--- src/rtl/axis_fifo_pkt.sv ---
// Parametrised AXI4-Stream synchronous FIFO with occupancy/almost flags and an
// optional store-and-forward packet mode that holds output until a full packet is buffered.
module axis_fifo_pkt #(
    parameter int DATA_WIDTH  = 8,
    parameter int DEPTH       = 16,
    parameter int PACKET_MODE = 0,
    parameter int AF_THRESH   = DEPTH - 2,
    parameter int AE_THRESH   = 2
) (
    input  logic                       aclk,
    input  logic                       aresetn,
    input  logic                       s_axis_tvalid,
    output logic                       s_axis_tready,
    input  logic [DATA_WIDTH-1:0]      s_axis_tdata,
    input  logic [DATA_WIDTH/8-1:0]    s_axis_tkeep,
    input  logic                       s_axis_tlast,
    output logic                       m_axis_tvalid,
    input  logic                       m_axis_tready,
    output logic [DATA_WIDTH-1:0]      m_axis_tdata,
    output logic [DATA_WIDTH/8-1:0]    m_axis_tkeep,
    output logic                       m_axis_tlast,
    output logic [$clog2(DEPTH):0]     occupancy,
    output logic                       almost_full,
    output logic                       almost_empty,
    output logic                       pkt_oversize
);

    localparam int KEEP_WIDTH = DATA_WIDTH / 8;
    localparam int PTR_W      = $clog2(DEPTH);
    localparam int OCC_W      = PTR_W + 1;
    localparam int ENTRY_W    = DATA_WIDTH + KEEP_WIDTH + 1;
    localparam logic [OCC_W-1:0] FULL_OCC = OCC_W'(DEPTH);
    localparam bit PKT = (PACKET_MODE != 0);

    logic [ENTRY_W-1:0] mem [DEPTH];
    logic [PTR_W-1:0]   wr_ptr;
    logic [PTR_W-1:0]   rd_ptr;
    logic [OCC_W-1:0]   occ_next;
    logic [OCC_W-1:0]   pkt_cnt;
    logic [OCC_W-1:0]   pkt_cnt_next;
    logic               ready_en;
    logic               rel_flag;
    logic               push;
    logic               pop;
    logic               oversize_hit;

    // ready_en keeps the input closed during reset and opens it on the first edge after release
    assign s_axis_tready = ready_en && (occupancy != FULL_OCC);
    assign m_axis_tvalid = (occupancy != '0) && (!PKT || (pkt_cnt != '0) || rel_flag);
    assign push          = s_axis_tvalid && s_axis_tready;
    assign pop           = m_axis_tvalid && m_axis_tready;

    assign {m_axis_tdata, m_axis_tkeep, m_axis_tlast} = mem[rd_ptr];

    // A full buffer with no complete packet can never drain on its own, so force release
    assign oversize_hit = PKT && (occupancy == FULL_OCC) && (pkt_cnt == '0) && !rel_flag;

    always_comb begin
        occ_next     = occupancy;
        pkt_cnt_next = pkt_cnt;
        if (push && !pop) begin
            occ_next = occupancy + 1'b1;
        end else if (pop && !push) begin
            occ_next = occupancy - 1'b1;
        end
        if ((push && s_axis_tlast) && !(pop && m_axis_tlast)) begin
            pkt_cnt_next = pkt_cnt + 1'b1;
        end else if ((pop && m_axis_tlast) && !(push && s_axis_tlast)) begin
            pkt_cnt_next = pkt_cnt - 1'b1;
        end
    end

    always_ff @(posedge aclk or negedge aresetn) begin
        if (!aresetn) begin
            wr_ptr       <= '0;
            rd_ptr       <= '0;
            occupancy    <= '0;
            pkt_cnt      <= '0;
            ready_en     <= 1'b0;
            rel_flag     <= 1'b0;
            almost_full  <= 1'b0;
            almost_empty <= 1'b1;
            pkt_oversize <= 1'b0;
        end else begin
            ready_en     <= 1'b1;
            occupancy    <= occ_next;
            pkt_cnt      <= pkt_cnt_next;
            almost_full  <= (int'(occ_next) >= AF_THRESH);
            almost_empty <= (int'(occ_next) <= AE_THRESH);
            pkt_oversize <= oversize_hit;
            if (push) begin
                wr_ptr <= wr_ptr + 1'b1;
            end
            if (pop) begin
                rd_ptr <= rd_ptr + 1'b1;
            end
            if (oversize_hit) begin
                rel_flag <= 1'b1;
            end else if (pop && m_axis_tlast) begin
                rel_flag <= 1'b0;
            end
        end
    end

    always_ff @(posedge aclk) begin
        if (push) begin
            mem[wr_ptr] <= {s_axis_tdata, s_axis_tkeep, s_axis_tlast};
        end
    end

endmodule

--- config.mk ---
export PLATFORM = sky130hd
export DESIGN_NAME = axis_fifo_pkt
export DESIGN_NICKNAME = d
export VERILOG_FILES = /design/src/rtl/axis_fifo_pkt.sv
export SDC_FILE = /design/constraint.sdc
export NUM_CORES = 1
export LEC_CHECK = 0
export BUFFER_PORTS_ARGS = -buffer_cell sky130_fd_sc_hd__buf_2
export CAP_MARGIN = 10
export CORE_ASPECT_RATIO = 1.1
export CORE_UTILIZATION = 40
export CTS_BUF_LIST = sky130_fd_sc_hd__clkbuf_4 sky130_fd_sc_hd__clkbuf_8
export DETAILED_ROUTE_END_ITERATION = 10
export PLACE_DENSITY = 0.57
export SLEW_MARGIN = 20
export SYNTH_ARGS = -nofsm -noshare
export SYNTH_HDL_FRONTEND = slang
export SYNTH_SLANG_ARGS = --single-unit
--- constraint.sdc ---
create_clock -name aclk -period 8 [get_ports aclk]
set_input_delay 0.8 -clock aclk [delete_from_list [all_inputs] [get_ports aclk]]
set_output_delay 0.8 -clock aclk [all_outputs]
set_load 0.01 [all_outputs]
==> After elaboration in Yosys (flattened, before gate mapping) <==
Memory sizes are Yosys's and may differ from the RTL's.
Cells that the tools add are included.
{ "classes": {"addsub": 4, "muxes": 4, "magnitude_cmp": 2, "reduce_logical": 8, "n_eq_ne": 1} }
{ "op_table": {"columns": ["op", "count"], "rows": [
  ["5-bit two-way mux", 2],
  ["4-bit by 1-bit adder with 4-bit output (second input constant)", 2],
  ["5-bit by 1-bit adder with 5-bit output (second input constant)", 1],
  ["5-bit by 4-bit greater-or-equal comparator with 1-bit output (second input constant)", 1],
  ["5-bit by 2-bit <= comparator with 1-bit output (second input constant)", 1],
  ["1-bit logical AND", 5],
  ["5-bit inequality test (second input constant)", 1],
  ["5-bit nonzero test", 1],
  ["5-bit by 1-bit subtractor with 5-bit output (second input constant)", 1],
  ["1-bit logical NOT", 2],
  ["1-bit two-way mux", 2]
]} }
{ "totals": {"ram_bits": 160, "input_bits": 14, "wordCells": 26, "memories": 1, "output_inout_bits": 20, "regBits": 16} }
{ "mem_list": {"columns": ["memory", "words", "width", "read_ports", "rd_clocked_by_memory_dff", "write_ports", "line_no", "source"], "rows": [
  ["mem", 16, 10, 1, 0, 1, "35", "logic [ENTRY_W-1:0] mem [DEPTH];"]
]} }

==> Depth between registers and ports, before layout <==
Gate-level depths: netlist (run 1).
{ "depth": {"ltp_word": 8, "mapped_depth": 8, "ltp_nobuf": 7} }

==> Least setup slack after synthesis (run 1) <==
No wires, ideal clock.
{ "synth_path": {"path_type": "register to register", "startpoint": "register occupancy[0]", "endpoint": "memory mem[3][0] (netlist bit), enable pin", "t_required_ps": 7610, "stages_incl_launch_ff": 8, "t_arrival_ps": 2295, "setup_ps": 390, "setup_slack_ps": 5315, "path_buffers": 1, "period_less_slack_ps": 2685, "cell_sequence": "dfrtp_1 > inv_1 > ha_1 > nor3b_4 > a21oi_2 > buf_6 > nand2_1 > nor3_1"} }
{ "synth_via": {"elab_chain_cells": 5} }
{ "synth_lines": {"columns": ["element", "line_no", "source"], "rows": [
  ["start: declaration", "22", "output logic [$clog2(DEPTH):0] occupancy,"],
  ["start signal: assignment", "86", "occupancy <= occ_next;"],
  ["5-bit inequality test", "48", "assign s_axis_tready = ready_en && (occupancy != FULL_OCC);"],
  ["1-bit logical AND", "48", null],
  ["1-bit logical AND", "50", "assign push = s_axis_tvalid && s_axis_tready;"],
  ["1-bit two-way mux", "106", "if (push) begin"],
  ["1-bit two-way mux (implied by the code)", "107", "mem[wr_ptr] <= {s_axis_tdata, s_axis_tkeep, s_axis_tlast};"],
  ["end: declaration", "35", null]
]} }
No other way between the ends.

==> Worst setup path after layout (run 1) <==
{ "layout_path": {"startpoint": "register rd_ptr[0]", "endpoint": "output port m_axis_tdata[4]"} }
{ "layout_via": {"elab_chain_cells": 1} }
{ "layout_lines": {"columns": ["element", "line_no", "source"], "rows": [
  ["start: declaration", "37", "logic [PTR_W-1:0] rd_ptr;"],
  ["start signal: assignment", "95", "rd_ptr <= rd_ptr + 1'b1;"],
  ["memory read 16 x 10 bit", null, null],
  ["end: declaration", "19", "output logic [DATA_WIDTH-1:0] m_axis_tdata,"]
]} }
No other way between the ends.

==> run_results.csv, run 1 <==
group,metric,value,unit
run_status,outcome,"completed",
detailed_routing,dr_total_vias,3268,
yosys,synthesis.yosys.warnings,0,
detailed_routing,detail-route-antenna-nets,0,
clock_tree,clock_sinks,176,
critical_path,worstSetupEndpointType,"output pin",
global_routing,overflow,0,
yosys,mappedNetlistNets,350,
yosys,ys.flop_type,"edfxtp_1",
yosys,synth_edf_count,160,
detailed_routing,route.detailed.vias_per_inst,5.25,
critical_path,timing.critical_path.required,7.20,ns
placed_design,gp_routability_congestion,0.756,
sta,final.period_utilization,44.2,%
floorplanning,floorplan.core_area,17100,um^2
critical_path,crit_start,"rd_ptr[0]$_DFFE_PN0P_",
yosys,synth_most_common_cell,"edfxtp_1",
clock_tree,cts_tree,"built",
sta,finalSetupViolations,0,
sta,timing.max_slew.rel_slack,38.7,%
yosys,synth_cell_types,43,
job,maxcap_violations,0,
critical_path,r2r.worst_path.cells,7,
yosys,post_synth_main_area_contributors,"edfxtp_1, mux4_2, dfrtp_1",
yosys,synth.yosys.seq_area_share,73.9,%
placed_design,buffer_ports.inserted,32,
clock_tree,hold_buffers,0,
sta,final.setup.worst_slack,4.46,ns
sta,timing.final.crit_period,3.54,ns
global_routing,number_of_global_route_vias_before_repair,3410,
placed_design,detailed_place.area,7520,um^2
sta,final-max-slew-violation-count,0,
global_routing,grt_max_degree,44,
sta,clock-skew-final,0.00879,ns
final_layout,post_route_cells_drive_above_1_share,37.5,%
global_routing,antenna_violations_before_repair,1,
final_layout,stdcell_area,7910,um^2
pwr,max-vdd-ir-drop,0.154,mV
pwr,total_leakage_power,2.58,nW
sta,rsz0062_at_grt,"no",
yosys,netlist.area_leader.share,68.2,%
final_layout,number_of_antenna_cells_inserted,0,
placed_design,place.detailed.hpwl,8.45,mm
detailed_routing,detail_route.drc_violations,0,
floorplanning,die_area,18100,um^2
clock_tree,cts_htree_levels,4,
global_routing,grt_use_total,16.6,%
clock_tree,clockRootBuffer,"clkbuf_8",
global_routing,global_route_wire_length_before_repair,20.9,mm
yosys,syn_inst,329,
pwr,pwr_density_cell,317,nW/um^2
hold_path,hp-class,"primary input to asynchronous set/reset pin",
floorplanning,effective_utilization_at_floorplan,41.1,%
floorplanning,row_count,50,
sta,maxClockFrequency,283,MHz
detailed_routing,top_layer,"met5",
yosys,post-synth-top-area-cell,"edfxtp_1",
critical_path,regToRegSetupSlack,4.82,ns
detailed_routing,drt_pass1_iterations,4,
detailed_routing,wl_per_cell,21.9,um
floorplanning,floorplan.die.height,141,um
detailed_routing,routed-wl-met2,6.67,mm
critical_path,crit_end,"m_axis_tdata[4]",
clock_tree,clk_transition_reported_paths,0.08,ns
detailed_routing,route.met3.wl,716,um
detailed_routing,route.layer.met1.wl,6.03,mm
yosys,syn_avg_cell_area,21.4,um^2
clock_tree,post_cts.repair.setup_buffers,0,
yosys,synthArstFlopShare,9.09,%
final_layout,fin_nets,398,
critical_path,start_kind,"register",
sta,final.setup.tns,0,ns
critical_path,rr_endpoint,"mem[3][3]$_DFFE_PP_",
clock_tree,later_pin_clock_latency_in_the_skew_report,0.44,ns
yosys,commonest_cells_in_the_synthesized_netlist,"edfxtp_1, mux4_2, dfrtp_1",
sta,timing_hold_violations_final,0,
floorplanning,ios,34,
critical_path,critPathKind,"register to output pin",
placed_design,pre_cts_slack,4.76,ns
critical_path,worst-path-max-fanout,43,
final_layout,areaGrowthSynthToFinish,12.4,%
yosys,synth-seq-cells,176,
yosys,synth_area,7040,um^2
critical_path,worst_ep_arrival_time,2.74,ns
detailed_routing,first_iter_violations,250,
sta,tightestPinTransition,0.919,ns
clock_tree,cts-buffers-inserted,17,
critical_path,rr_startpoint,"occupancy[1]$_DFF_PN0_",
clock_tree,cts_resized,0,
detailed_routing,postRouteWirelength,13.6,mm
floorplanning,die_span_in_x,129,um
clock_tree,clock_tree.buffer_depth,2,
==> state kept, by name, summed over array words and instances (netlist names) <==
signal	flops
occupancy	5
rd_ptr	4
almost_full	1
almost_empty	1
wr_ptr	4
ready_en	1
mem	160
==> worst min path at each step <==
stage	from	end	slack [ns]	cells past startpoint
3_5_place_dp	wr_ptr[0]$_DFFE_PN0P_	wr_ptr[3]$_DFFE_PN0P_	0.61	2
6_report	aresetn	ready_en$_DFF_PN0_	0.26	1
5_1_grt	aresetn	ready_en$_DFF_PN0_	0.27	1
2_1_floorplan	aresetn	almost_full$_DFF_PN0_	0.50	0
3_3_place_gp	wr_ptr[0]$_DFFE_PN0P_	wr_ptr[3]$_DFFE_PN0P_	0.60	2
4_1_cts	aresetn	ready_en$_DFF_PN0_	0.24	1
==> cell type report <==
cell class	count	area, um^2
multi-input cells	131	1730
repair buffers	47	273
well taps	234	293
flip-flops and latches	176	5210
fillers	1482	9230
clock inverters	13	146
inverters	4	15.0
clock buffers	18	241
==> power breakdown <==
group | internal, mW | switching [mW] | total, mW
combinational | 0.388 | 0.304 | 0.692
clock | 0.305 | 0.292 | 0.597
sequential | 1.08 | 0.138 | 1.22
total | 1.77 | 0.735 | 2.51
==> critical path, stage by stage, from the launching register on <==
cell and delay [ns]:
dfrtp_2 0.34, buf_4 0.65, mux4_2 0.63, mux4_2 0.48, buf_2 0.16
==> cell usage in the layout (no fill, tap or decap), types with 3 or more instances in the layout <==
master	n
ha_1	7
nand3_1	3
nor3_2	4
edfxtp_1	160
xnor2_1	7
clkinv_2	5
bufinv_16	3
nand2b_1	3
clkbuf_8	17
dfrtp_1	13
buf_2	32
nor2_1	11
mux4_2	50
buf_4	15
nand2_1	9
inv_1	4
a21oi_1	4
==> per-stage QoR <==
step / power (mW) / cells / utilization, % / hold WS, ns
floorplan: 1.75 / 329 / - / 0.504
global placement: 1.95 / 592 / 43.9 / 0.596
detailed placement: 1.96 / 592 / 43.9 / 0.607
CTS: 2.55 / 623 / 46.1 / 0.242
global route: 2.64 / 623 / 46.2 / 0.265
finish: 2.51 / 623 / 46.2 / 0.256
==> cell families after synthesis <==
family          Yosys count  synth area share (%)
flops                   176                  73.9
mux                      51                  16.2
simple gates             43                  3.36
buf+inv                  22                  1.81
compound gates           19                  2.13
fa+ha+maj                 8                  1.40
xor+xnor                  8                  1.10
other cells               2                 0.107
==> layer usage <==
| metal | vias to the layer above | GRT usage, % |
|---|---|---|
| li1 | 1439 | - |
| met4 | 2 | 6.19 |
| met3 | 15 | 4.82 |
| met1 | 1746 | 22.6 |
| met5 | - | 0 |
| met2 | 66 | 25.4 |
Power figures use the tool's default switching activity.
==> inputs of run 2 (changes only) <==
--- a/config.mk
+++ b/config.mk
@@ -5,6 +5,7 @@
 export SDC_FILE = /design/constraint.sdc
 export NUM_CORES = 1
 export LEC_CHECK = 0
+export ABC_AREA = 1
 export BUFFER_PORTS_ARGS = -buffer_cell sky130_fd_sc_hd__buf_2
 export CAP_MARGIN = 10
 export CORE_ASPECT_RATIO = 1.1
==> constraint.sdc (replaced) <==
create_clock -name aclk -period 3.7 [get_ports aclk]
set_input_delay 0.37 -clock aclk [delete_from_list [all_inputs] [get_ports aclk]]
set_output_delay 0.37 -clock aclk [all_outputs]
set_load 0.01 [all_outputs]
==> run_results.csv, run 2 <==
group,metric,value,unit
floorplanning,row_count,51,
yosys,post_synthesis_mux_area_share,4.27,%
final_layout,reg.largest.list,"mem: 160 flops, occupancy: 5 flops",
yosys,ys.flop_type,"edfxtp_1",
critical_path,critPathKind,"register to output pin",
clock_tree,clk_transition_reported_paths,0.08,ns
yosys,largest_family_of_logic_cells_by_synthesized_area,"simple AND/OR/NAND/NOR gates",
sta,timing_hold_violations_final,0,
pwr,max-vdd-ir-drop,0.469,mV
yosys,synth_area,7270,um^2
final_layout,stdcell_area,8140,um^2
pwr,post-layout-total-power,5.76,mW
floorplanning,floorplan.die.height,143,um
clock_tree,clockRootBuffer,"clkbuf_8",
pwr,pwr_density_cell,708,nW/um^2
yosys,synth_edf_count,160,
final_layout,layout_commonest_cell,"edfxtp_1",
detailed_routing,detail_route.drc_violations,0,
critical_path,worst_path_largest_cell_delay,0.75,ns
final_layout,largest_register_ffs,160,
yosys,syn_inst,531,
detailed_routing,first_iter_violations,404,
yosys,mappedNetlistNets,552,
sta,final.period_utilization,78.7,%
final_layout,regMostFlops,"mem",
clock_tree,clock_tree.buffer_depth,2,
yosys,synth_compound_area_share,8.98,%
detailed_routing,wl_per_cell,20.4,um
sta,timing.final.crit_period,2.91,ns
sta,timing.max_slew.rel_slack,32.8,%
detailed_routing,postRouteWirelength,16.8,mm
critical_path,timing.critical_path.cells,"buf_4, o21ai_0, o221ai_1, nand3_1, nand2_1, buf_2",
critical_path,cpMaxStageDelayCell,"buf_4",
yosys,synth-seq-cells,176,
global_routing,grt_use_total,19.4,%
sta,maxClockFrequency,343,MHz
global_routing,global_route_wire_length_before_repair,25.7,mm
final_layout,most-common-layout-cells,"edfxtp_1, nor2_1, o21ai_0",
critical_path,worstSetupEndpointType,"output pin",
clock_tree,clock_sinks,176,
critical_path,worst-path-max-fanout,82,
yosys,netlist.area_leader.share,66.0,%
floorplanning,floorplan.core_area,17700,um^2
floorplanning,die_span_in_x,131,um
final_layout,fin_nets,595,
yosys,post_synth_main_area_contributors,"edfxtp_1, dfrtp_1, mux2i_1",
floorplanning,die_area,18700,um^2
clock_tree,cts_resized,0,
yosys,synth_cell_types,33,
clock_tree,cts-buffers-inserted,17,
placed_design,gp_routability_congestion,0.756,
critical_path,worst_ep_arrival_time,2.54,ns
yosys,synth.yosys.seq_area_share,71.6,%
sta,rsz0062_at_grt,"no",
sta,clock-skew-final,0.00938,ns
hold_path,hp-class,"primary input to register",
yosys,post_synth_and_or_nand_nor_area_fraction,9.61,%
yosys,synthArstFlopShare,9.09,%
final_layout,post_route_cells_drive_above_1_share,18.2,%
yosys,syn_avg_cell_area,13.7,um^2
placed_design,place.detailed.hpwl,10.3,mm
clock_tree,later_pin_clock_latency_in_the_skew_report,0.46,ns
yosys,commonest_cells_in_the_synthesized_netlist,"edfxtp_1, nor2_1, o21ai_0",
critical_path,start_kind,"register",
global_routing,overflow,0,
sta,final.setup.tns,0,ns
detailed_routing,dr_total_vias,4344,
run_status,outcome,"completed",
yosys,post_synth_xor_area_fraction,1.20,%
floorplanning,effective_utilization_at_floorplan,41.0,%
clock_tree,hold_buffers,1,
yosys,synth_most_common_cell,"edfxtp_1",
detailed_routing,drt_pass1_iterations,5,
clock_tree,post_cts.repair.setup_buffers,0,
clock_tree,cts_htree_levels,4,
detailed_routing,detail-route-antenna-nets,0,
global_routing,number_of_global_route_vias_before_repair,4393,
placed_design,buffer_ports.inserted,32,
floorplanning,ios,34,
critical_path,timing.critical_path.required,3.33,ns
placed_design,detailed_place.area,7770,um^2
job,maxcap_violations,0,
final_layout,areaGrowthSynthToFinish,11.9,%
pwr,total_leakage_power,2.88,nW
yosys,post-synth-top-area-cell,"edfxtp_1",
yosys,synthesis.yosys.warnings,0,
sta,final-max-slew-violation-count,0,
clock_tree,cts_tree,"built",
sta,tightestPinTransition,1.01,ns
global_routing,grt_max_degree,83,
global_routing,antenna_violations_before_repair,1,
detailed_routing,route.detailed.vias_per_inst,5.28,
sta,finalSetupViolations,0,
yosys,synth_fa_ha_area_share,1.20,%
## run 2: cell types whose count changed after synthesis, sizes merged, moves of 22 or more
cell,delta
nor2,+64
mux4,-50
o21ai,+48
nand2,+39
mux2i,+31
o221ai,+22
## run 2: through the flow
| stage | setup WS, ns | hold WS [ns] | std cells | utilization (%) |
|---|---|---|---|---|
| after global placement | 1.29 | 0.313 | 792 | 43.8 |
| after CTS | 0.777 | 0.228 | 822 | 45.9 |
| final | 0.788 | 0.241 | 823 | 45.9 |
| after detailed placement | 1.27 | 0.320 | 792 | 43.8 |
| after floorplan | 1.60 | 0.0744 | 531 | - |
| after global routing | 0.590 | 0.254 | 823 | 45.9 |
## run 2: cell families after synthesis
group / Yosys count
DFF: 176
and+or+nand+nor: 153
AOI/OAI and AO/OA: 102
buffers and inverters: 50
muxes: 31
xor gates and xnor gates: 10
adders and majority gates: 7
other: 2
## run 2: per-layer routing
layer	part of all wire [%]	vias up	track usage, %
li1	-	2044	-
met1	43	2134	24.3
met2	49	130	32.3
met3	4.6	36	3.65
met4	2.8	0	8.89
met5	0	-	0
## run 2: final timing paths
kind | startpoint | end | slack (ns) | cells past startpoint
max | rd_ptr[0]$_DFFE_PN0P_ | m_axis_tlast | 0.79 | 6
max in group asynchronous | aresetn | almost_empty$_DFF_PN1_ | 3.03 | 2
max reg2reg | occupancy[0]$_DFF_PN0_ | mem[0][3]$_DFFE_PP_ | 1.31 | 8
min in group asynchronous | aresetn | occupancy[2]$_DFF_PN0_ | 0.36 | 2
min reg2reg | wr_ptr[3]$_DFFE_PN0P_ | wr_ptr[3]$_DFFE_PN0P_ | 0.62 | 2
min | m_axis_tready | rd_ptr[1]$_DFFE_PN0P_ | 0.24 | 4
## run 2: area by class of cell
class                   count  area, um^2
clock inverters             8        92.6
repair buffers             56         355
flip-flops and latches    176        5210
inverters                  18        75.1
diodes                      1        2.50
clock buffers              21         264
multi-input cells         305        1850
fillers                  1624        9600
well taps                 238         298
## run 2: power by group
group	total [mW]	switching [mW]	internal, mW
sequential	2.50	0.165	2.33
clock	1.24	0.631	0.610
combinational	2.02	1.32	0.704
## run 2: worst max-delay path, delay by kind of cell (launching register included)
family,cells,cell delay [ns]
and+or+nand+nor,2,0.29
DFF,1,0.37
AOI/OAI and AO/OA,2,0.46
buffers and inverters,2,0.91
